### config.mk
export PLATFORM = sky130hd
export DESIGN_NAME = addsub_serial
export DESIGN_NICKNAME = d
export VERILOG_FILES = /design/src/rtl/addsub_serial.sv
export SDC_FILE = /design/constraint.sdc
export NUM_CORES = 1
export LEC_CHECK = 0
export CAP_MARGIN = 10
export CORE_ASPECT_RATIO = 1.2
export CORE_MARGIN = 2
export CORE_UTILIZATION = 45
export CTS_CLUSTER_DIAMETER = 60
export CTS_CLUSTER_SIZE = 30
export DETAILED_ROUTE_END_ITERATION = 8
export PLACE_DENSITY = 0.79
export SLEW_MARGIN = 20
export SYNTH_ARGS = -nofsm -noshare
export SYNTH_HDL_FRONTEND = slang
export SYNTH_SLANG_ARGS = --single-unit
### constraint.sdc
create_clock -name clk -period 3.8 [get_ports clk]
set_input_delay 0.38 -clock clk [delete_from_list [all_inputs] [get_ports clk]]
set_output_delay 0.38 -clock clk [all_outputs]
set_load 0.03 [all_outputs]
### src/rtl/addsub_serial.sv
// addsub_serial: digit-serial add/subtract unit with start/done handshake.
// Each CALC cycle handles CHUNK bits, starting from the least significant chunk.
// It produces a result plus carry/borrow, signed overflow, zero and negative flags.
// Optional build macro ADDSUB_SATURATE_EN clamps the result on signed overflow.
module addsub_serial #(
  parameter int WIDTH = 8,
  parameter int CHUNK = 2
) (
  input  logic             clk,
  input  logic             rst_n,
  input  logic             start,
  input  logic             sub,
  input  logic [WIDTH-1:0] a,
  input  logic [WIDTH-1:0] b,
  output logic             busy,
  output logic             done,
  output logic [WIDTH-1:0] result,
  output logic             cout,
  output logic             ovf,
  output logic             zero,
  output logic             neg
);

  localparam int NCHUNK = WIDTH / CHUNK;
  localparam int IW     = (NCHUNK > 1) ? $clog2(NCHUNK) : 1;
  localparam logic [WIDTH-1:0] CMASK = WIDTH'({CHUNK{1'b1}});

  typedef enum logic [1:0] {IDLE, CALC, DONE} state_t;

  state_t           state;
  logic [WIDTH-1:0] op_a;
  logic [WIDTH-1:0] op_b;
  logic             sub_r;
  logic             carry;
  logic [IW-1:0]    idx;

  int               base;
  logic [CHUNK-1:0] a_chunk;
  logic [CHUNK-1:0] b_chunk;
  logic [CHUNK:0]   chunk_sum;
  logic [WIDTH-1:0] res_next;
  logic [WIDTH-1:0] res_final;
  logic             ovf_next;
  logic             last;

  // One chunk of the ripple addition, plus the flag values seen after the last chunk
  always_comb begin
    base      = CHUNK * int'(idx);
    a_chunk   = CHUNK'(op_a >> base);
    b_chunk   = CHUNK'(op_b >> base);
    chunk_sum = {1'b0, a_chunk} + {1'b0, b_chunk} + {{CHUNK{1'b0}}, carry};
    res_next  = (result & ~(CMASK << base)) | (WIDTH'(chunk_sum[CHUNK-1:0]) << base);
    // Same-signed operands giving a differently-signed sum is exactly carry-in XOR carry-out at the MSB
    ovf_next  = (op_a[WIDTH-1] == op_b[WIDTH-1]) && (res_next[WIDTH-1] != op_a[WIDTH-1]);
    res_final = res_next;
`ifdef ADDSUB_SATURATE_EN
    if (ovf_next) begin
      res_final = op_a[WIDTH-1] ? {1'b1, {(WIDTH-1){1'b0}}} : {1'b0, {(WIDTH-1){1'b1}}};
    end
`else
    res_final = res_next;
`endif
    last = (idx == IW'(NCHUNK - 1));
  end

  // Control FSM and datapath registers; b is inverted at capture so subtraction is a + ~b + 1
  always_ff @(posedge clk or negedge rst_n) begin
    if (!rst_n) begin
      state  <= IDLE;
      busy   <= 1'b0;
      done   <= 1'b0;
      result <= '0;
      cout   <= 1'b0;
      ovf    <= 1'b0;
      zero   <= 1'b0;
      neg    <= 1'b0;
      op_a   <= '0;
      op_b   <= '0;
      sub_r  <= 1'b0;
      carry  <= 1'b0;
      idx    <= '0;
    end else begin
      case (state)
        IDLE, DONE: begin
          done <= 1'b0;
          if (start) begin
            op_a  <= a;
            op_b  <= sub ? ~b : b;
            sub_r <= sub;
            carry <= sub;
            idx   <= '0;
            busy  <= 1'b1;
            state <= CALC;
          end else begin
            state <= IDLE;
          end
        end
        CALC: begin
          carry <= chunk_sum[CHUNK];
          if (last) begin
            result <= res_final;
            cout   <= chunk_sum[CHUNK] ^ sub_r;
            ovf    <= ovf_next;
            zero   <= (res_final == '0);
            neg    <= res_final[WIDTH-1];
            idx    <= '0;
            busy   <= 1'b0;
            done   <= 1'b1;
            state  <= DONE;
          end else begin
            result <= res_next;
            idx    <= idx + IW'(1);
          end
        end
        default: begin
          busy  <= 1'b0;
          done  <= 1'b0;
          state <= IDLE;
        end
      endcase
    end
  end

endmodule

* Yosys cells after proc, flatten, opt, wreduce, memory -nomap -nowiden
Cells that the tools add are included.
Operators by class: multiplexer cells 14, shift-type cells 4, multiply operators 0, $lt $le $gt $ge 0, $add $sub $neg 3, div/mod/pow operators 0, equal/unequal tests 7, bitwise logic cells 5, reductions and logical operators 9
Operators by type and width (number):
- inverter 8 bit | 2
- right shift 8 x 3 -> 2 bit | 2
- bitwise AND 8 bit | 1
- zero test 8 bit | 1
- 2-to-1 mux 8 bit | 1
- OR 8 bit | 1
- one-hot mux 2 bit (2 select lines) | 2
- AND reduction 2 bit | 4
- << shifter 2 x 3 -> 8 bit | 1
- << shifter 2 x 3 -> 8 bit, first input constant | 1
- 2-to-1 mux 1 bit | 6
- 2-to-1 mux 2 bit | 3
- == test 2 bit, second input constant | 2
- inequality test 2 bit, second input constant | 2
- one-hot mux 1 bit (2 select lines) | 2
- adder 2 x 2 -> 3 bit | 1
- adder 3 x 1 -> 3 bit | 1
- adder 2 x 1 -> 2 bit, second input constant | 1
- == test 2 x 1 -> 1 bit, second input constant | 1
- zero test 2 bit | 1
- nonzero test 2 bit | 1
- OR reduction 2 bit | 1
- == test 1 bit | 1
- logical AND 1 bit | 1
- other kinds (2) | 2
Storage, ports and cells: latch bits 0, output and inout port bits 14, logic and storage cells 55, flip-flop bits (word level) 36, memory bits (writable) 0, memories kept 0, input port bits 20, ROM bits 0

* Depth between registers and ports, before layout
depth after elaboration 7, gate-level depth with buffers 7

* Worst setup path before layout
No wires, ideal clock.
path kind flip-flop to flip-flop, start register idx[0], end register ovf, path buffers 1, stages on the path, launching flop included 8, data arrival time 2.581 ns, setup time 0.082 ns, data required time 3.718 ns, path slack 1.137 ns, path through dfrtp_1 > buf_4 > mux4_2 > fa_1 > fa_1 > nand3_1 > or3_1 > a31oi_1
Between the ends: longest elaborated chain between the ends 7, elaborated cells between the ends (all ways) 13, those cells by class add/sub (2); eq/ne (2); shift (4); bitwise (3); reduce/logical (2)
RTL lines:
- from (decl) | line 35 | logic [IW-1:0] idx;
- from (signal assigned) | line 112 | idx <= idx + IW'(1);
- right shift 8 x 3 -> 2 bit, on equally long branches | line 49, 50
- adder 2 x 2 -> 3 bit | line 51 | chunk_sum = {1'b0, a_chunk} + {1'b0, b_chunk} + {{CHUNK{1'b0}}, carry};
- adder 3 x 1 -> 3 bit | line 51
- << shifter 2 x 3 -> 8 bit | line 52 | res_next = (result & ~(CMASK << base)) | (WIDTH'(chunk_sum[CHUNK-1:0]) << base);
- OR 8 bit | line 52
- inequality test 1 bit | line 54 | ovf_next = (op_a[WIDTH-1] == op_b[WIDTH-1]) && (res_next[WIDTH-1] != op_a[WIDTH-1]);
- logical AND 1 bit | line 54
- to (signal assigned) | line 103 | ovf <= ovf_next;
- to (decl) | line 19 | output logic ovf,
Parallel ways exist; a longest one is shown, timed or not. A chain may end at the register's enable or synchronous reset.

* Worst setup path after layout
Same ends and word-level chain as after synthesis.

==> report_table.html <==
<table>
<tr><th>Metric</th><th>Value</th></tr>
<tr><th colspan="2">Timing</th></tr>
<tr><td>Largest clock skew in the final design</td><td>0.00397 ns</td></tr>
<tr><td>Final hold violations</td><td>0</td></tr>
<tr><td>Setup violation total in the final timing report</td><td>0</td></tr>
<tr><td>Sum Neg Setup Slack</td><td>0 ns</td></tr>
<tr><td>Final Cycle Share</td><td>0.793</td></tr>
<tr><td>Unrepaired setup endpoints after global routing</td><td>false</td></tr>
<tr><td>Pin slew with the least headroom to its limit</td><td>0.865 ns</td></tr>
<tr><td>Final critical-path required period</td><td>3.02 ns</td></tr>
<tr><td>Worst setup slack after layout</td><td>0.785 ns</td></tr>
<tr><td>Worst hold slack</td><td>0.468 ns</td></tr>
<tr><td>Maximum frequency from static timing analysis</td><td>0.332 GHz</td></tr>
<tr><td>Max-slew violation count</td><td>0</td></tr>
<tr><td>Max transition margin</td><td>0.423</td></tr>
<tr><th colspan="2">CTS</th></tr>
<tr><td>Setup repair bufs after CTS</td><td>0</td></tr>
<tr><td>CTS clock-pin slew for the worst setup and hold paths</td><td>0.06 ns</td></tr>
<tr><td>Post-cts hold buffer count</td><td>0</td></tr>
<tr><td>Total number of clock tree sinks</td><td>35</td></tr>
<tr><td>Max Buffers Root-to-Sink</td><td>2</td></tr>
<tr><td>Clock latency at the later pin of the worst-skew pair</td><td>0.29 ns</td></tr>
<tr><td>CTS H-Tree Depth</td><td>2</td></tr>
<tr><td>Root buffer cell</td><td>sky130_fd_sc_hd__clkbuf_8</td></tr>
<tr><td>TritonCTS clock tree</td><td>yes</td></tr>
<tr><td>Post_cts resized</td><td>0</td></tr>
<tr><td>TritonCTS Buffers</td><td>5</td></tr>
<tr><th colspan="2">Route</th></tr>
<tr><td>Via count of the routed design</td><td>1217</td></tr>
<tr><td>Number of design-rule violations left by the first detailed-router iteration</td><td>40</td></tr>
<tr><td>Post-detailed-routing wire length</td><td>3060 µm</td></tr>
<tr><td>Avg Vias per Cell</td><td>5.05</td></tr>
<tr><td>Length of the first detailed-routing pass in iterations</td><td>4</td></tr>
<tr><td>Post-detailed-route count of antenna-violating nets</td><td>0</td></tr>
<tr><td>Number of remaining DRC errors</td><td>0</td></tr>
<tr><td>DR WL/cell</td><td>12.7 µm</td></tr>
<tr><th colspan="2">Die</th></tr>
<tr><td>Core ar.</td><td>3630 µm²</td></tr>
<tr><td>Chip Height</td><td>71.2 µm</td></tr>
<tr><td>Die X</td><td>60.0 µm</td></tr>
<tr><td>Initial Util</td><td>0.466</td></tr>
<tr><td>Die outline area</td><td>4270 µm²</td></tr>
<tr><td>Site Rows</td><td>24</td></tr>
<tr><td># IOs</td><td>34</td></tr>
<tr><th colspan="2">Cells and area</th></tr>
<tr><td>Utilization after layout</td><td>0.581</td></tr>
<tr><td>Post-route insts no fill</td><td>241</td></tr>
<tr><td>Fraction of layout cells with a size suffix above 1</td><td>0.0741</td></tr>
<tr><td>Net total in the final layout</td><td>216</td></tr>
<tr><td>Layout-stage area growth over the synthesis result</td><td>24.6%</td></tr>
<tr><td>Final instance area</td><td>2110 µm²</td></tr>
<tr><td>Number of antenna diodes</td><td>0</td></tr>
<tr><th colspan="2">Pwr</th></tr>
<tr><td>Total power per unit cell area</td><td>901 nW/µm²</td></tr>
<tr><td>Largest voltage drop on the vdd net</td><td>0.000337 V</td></tr>
<tr><td>Total leakage power</td><td>0.956 nW</td></tr>
<tr><td>Total power</td><td>1.90 mW</td></tr>
<tr><th colspan="2">Logic synthesis</th></tr>
<tr><td>Mapped Nets</td><td>183</td></tr>
<tr><td>Synth area leaders</td><td>sky130_fd_sc_hd__dfrtp_1, sky130_fd_sc_hd__nand2_1, sky130_fd_sc_hd__mux4_2</td></tr>
<tr><td>Synth unique cells</td><td>33</td></tr>
<tr><td>Top FF cell, synth</td><td>sky130_fd_sc_hd__dfrtp_1</td></tr>
<tr><td>Top-count cell post-synth</td><td>sky130_fd_sc_hd__nand2_1</td></tr>
<tr><td>Async set-or-reset flop fraction in the synthesized netlist</td><td>1.00</td></tr>
<tr><td>Synth top cells by count</td><td>sky130_fd_sc_hd__nand2_1, sky130_fd_sc_hd__dfrtp_1, sky130_fd_sc_hd__o21ai_0</td></tr>
<tr><td>Warnings, synthesis</td><td>0</td></tr>
<tr><td>Fraction of synthesized cell area taken by the top area cell type</td><td>0.517</td></tr>
<tr><td>Mean Syn Cell Area</td><td>10.8 µm²</td></tr>
<tr><td>Synthesized instance count</td><td>157</td></tr>
<tr><td>Number of enable flip-flop cells after synthesis</td><td>0</td></tr>
<tr><td>Library cell with the largest summed area after synthesis</td><td>sky130_fd_sc_hd__dfrtp_1</td></tr>
<tr><td>Fraction of the yosys area taken by sequential cells</td><td>0.517</td></tr>
<tr><td>Netlist area before placement</td><td>1690 µm²</td></tr>
<tr><td>Post-synthesis sequential element count</td><td>35</td></tr>
<tr><th colspan="2">GRT</th></tr>
<tr><td>Grt total ovfl</td><td>0</td></tr>
<tr><td>Antenna violations before repair</td><td>0</td></tr>
<tr><td>Maximum number of pins on one net before global-route repair</td><td>36</td></tr>
<tr><td>Total routing resource utilization after global routing</td><td>0.173</td></tr>
<tr><td>First-pass GRT wire length</td><td>5550 µm</td></tr>
<tr><td>Number of global-route vias before repair</td><td>1239</td></tr>
<tr><th colspan="2">Placed design</th></tr>
<tr><td>Final weighted congestion in routability-driven placement</td><td>0.765</td></tr>
<tr><td>Placed Cells incl. Taps</td><td>235</td></tr>
<tr><td>Buffers added on ports</td><td>33</td></tr>
<tr><td>DPL Wire Length</td><td>2280 µm</td></tr>
<tr><td>Instance area after placement</td><td>2040 µm²</td></tr>
<tr><td>Dpl ws</td><td>0.788 ns</td></tr>
<tr><th colspan="2">Worst setup path</th></tr>
<tr><td>Register-to-register path setup slack</td><td>0.78 ns</td></tr>
<tr><td>Endpoint of the lowest-slack register-to-register path</td><td>ovf</td></tr>
<tr><td>Worst-path cell with the longest stage delay</td><td>sky130_fd_sc_hd__dfrtp_1</td></tr>
<tr><td>Top fanout value on the critical path</td><td>13</td></tr>
<tr><td>Arrival time worst endpoint</td><td>3.23 ns</td></tr>
<tr><td>Crit path capture type</td><td>register</td></tr>
<tr><td>Critical Path Source Type</td><td>register</td></tr>
<tr><td>Delay of the slowest cell on the worst path</td><td>0.68 ns</td></tr>
<tr><td>CP required</td><td>4.01 ns</td></tr>
<tr><td>Crit path launch</td><td>idx[0]</td></tr>
<tr><td>Reg2Reg Launch Point</td><td>idx[0]</td></tr>
<tr><td>Worst reg2reg path depth</td><td>6</td></tr>
<tr><td>CP Capture Point</td><td>ovf</td></tr>
<tr><td>Worst-path cell chain</td><td>mux4_2 &gt; fa_1 &gt; fa_1 &gt; nand3_1 &gt; or3_1 &gt; a31oi_1</td></tr>
<tr><td>Worst setup path class</td><td>reg2reg</td></tr>
<tr><td>Most repeated library cell on the critical path</td><td>sky130_fd_sc_hd__fa_1</td></tr>
<tr><th colspan="2">Status</th></tr>
<tr><td>Status</td><td>complete, no violations</td></tr>
<tr><th colspan="2">Min path</th></tr>
<tr><td>Kind of path behind the tightest hold check</td><td>reg2reg</td></tr>
<tr><th colspan="2">Flow run</th></tr>
<tr><td>Max_cap viols</td><td>0</td></tr>
</table>
## worst max-delay path: cells and delay by family (launching register included)
family,cells,cell delay (ns)
mux,1,0.60
compound gates,1,0.17
flops,1,0.68
simple gates,2,0.54
fa+ha+maj,2,0.96
## sequential cells by signal, summed over array words and instances, names as in the netlist, 2 cells and up
signal and cells:
idx 2, op_a 8, op_b 8, result 8
## layout make-up
type                       count  area (µm²)
clock buffer                   6        72.6
tap                           52        65.1
timing repair buffer          34         338
inverter                       4        15.0
multi-input combinational    110         744
sequential                    35         876
fill                         309        1520
## layer usage
metal | share of wire | GRT usage | vias up
met5 | 0 | 0 | -
met4 | 0.026 | 0.0914 | 0
met3 | 0.049 | 0.0379 | 7
met2 | 0.49 | 0.264 | 44
met1 | 0.43 | 0.228 | 572
li1 | - | - | 594
## layout by cell type, fill, tap and decap left out, drive strengths merged, types with 4 or more instances in the layout
master,count
nand2,45
dfrtp,35
clkdlybuf4s50,33
o21ai,13
xnor2,9
clkbuf,6
mux4,4
nand3,4
nor2,4
a22o,4
ha,4
inv,4
## logic make-up after synthesis
family,after synthesis,share of synthesized area
mux,5,0.0598
flops,35,0.517
fa+ha+maj,6,0.0532
xor+xnor,9,0.0465
buf+inv,12,0.0436
simple gates,62,0.167
compound gates,28,0.113
## how the worst min path moves through the flow
stage	startpoint	endpoint	slack [ns]	cells after the start
2_1_floorplan	rst_n	busy	0.08	0
3_3_place_gp	op_b[5]	op_b[5]	0.47	2
3_5_place_dp	op_a[6]	op_a[6]	0.46	2
4_1_cts	op_a[6]	op_a[6]	0.47	2
5_1_grt	op_b[6]	op_b[6]	0.51	2
6_report	op_a[6]	op_a[6]	0.47	2
## report_power, final
part | internal, mW | total [mW] | switching [mW]
combinational | 0.461 | 0.964 | 0.503
clock | 0.122 | 0.240 | 0.118
sequential | 0.547 | 0.698 | 0.151
total | 1.13 | 1.90 | 0.772
Power figures use the tool's default switching activity.
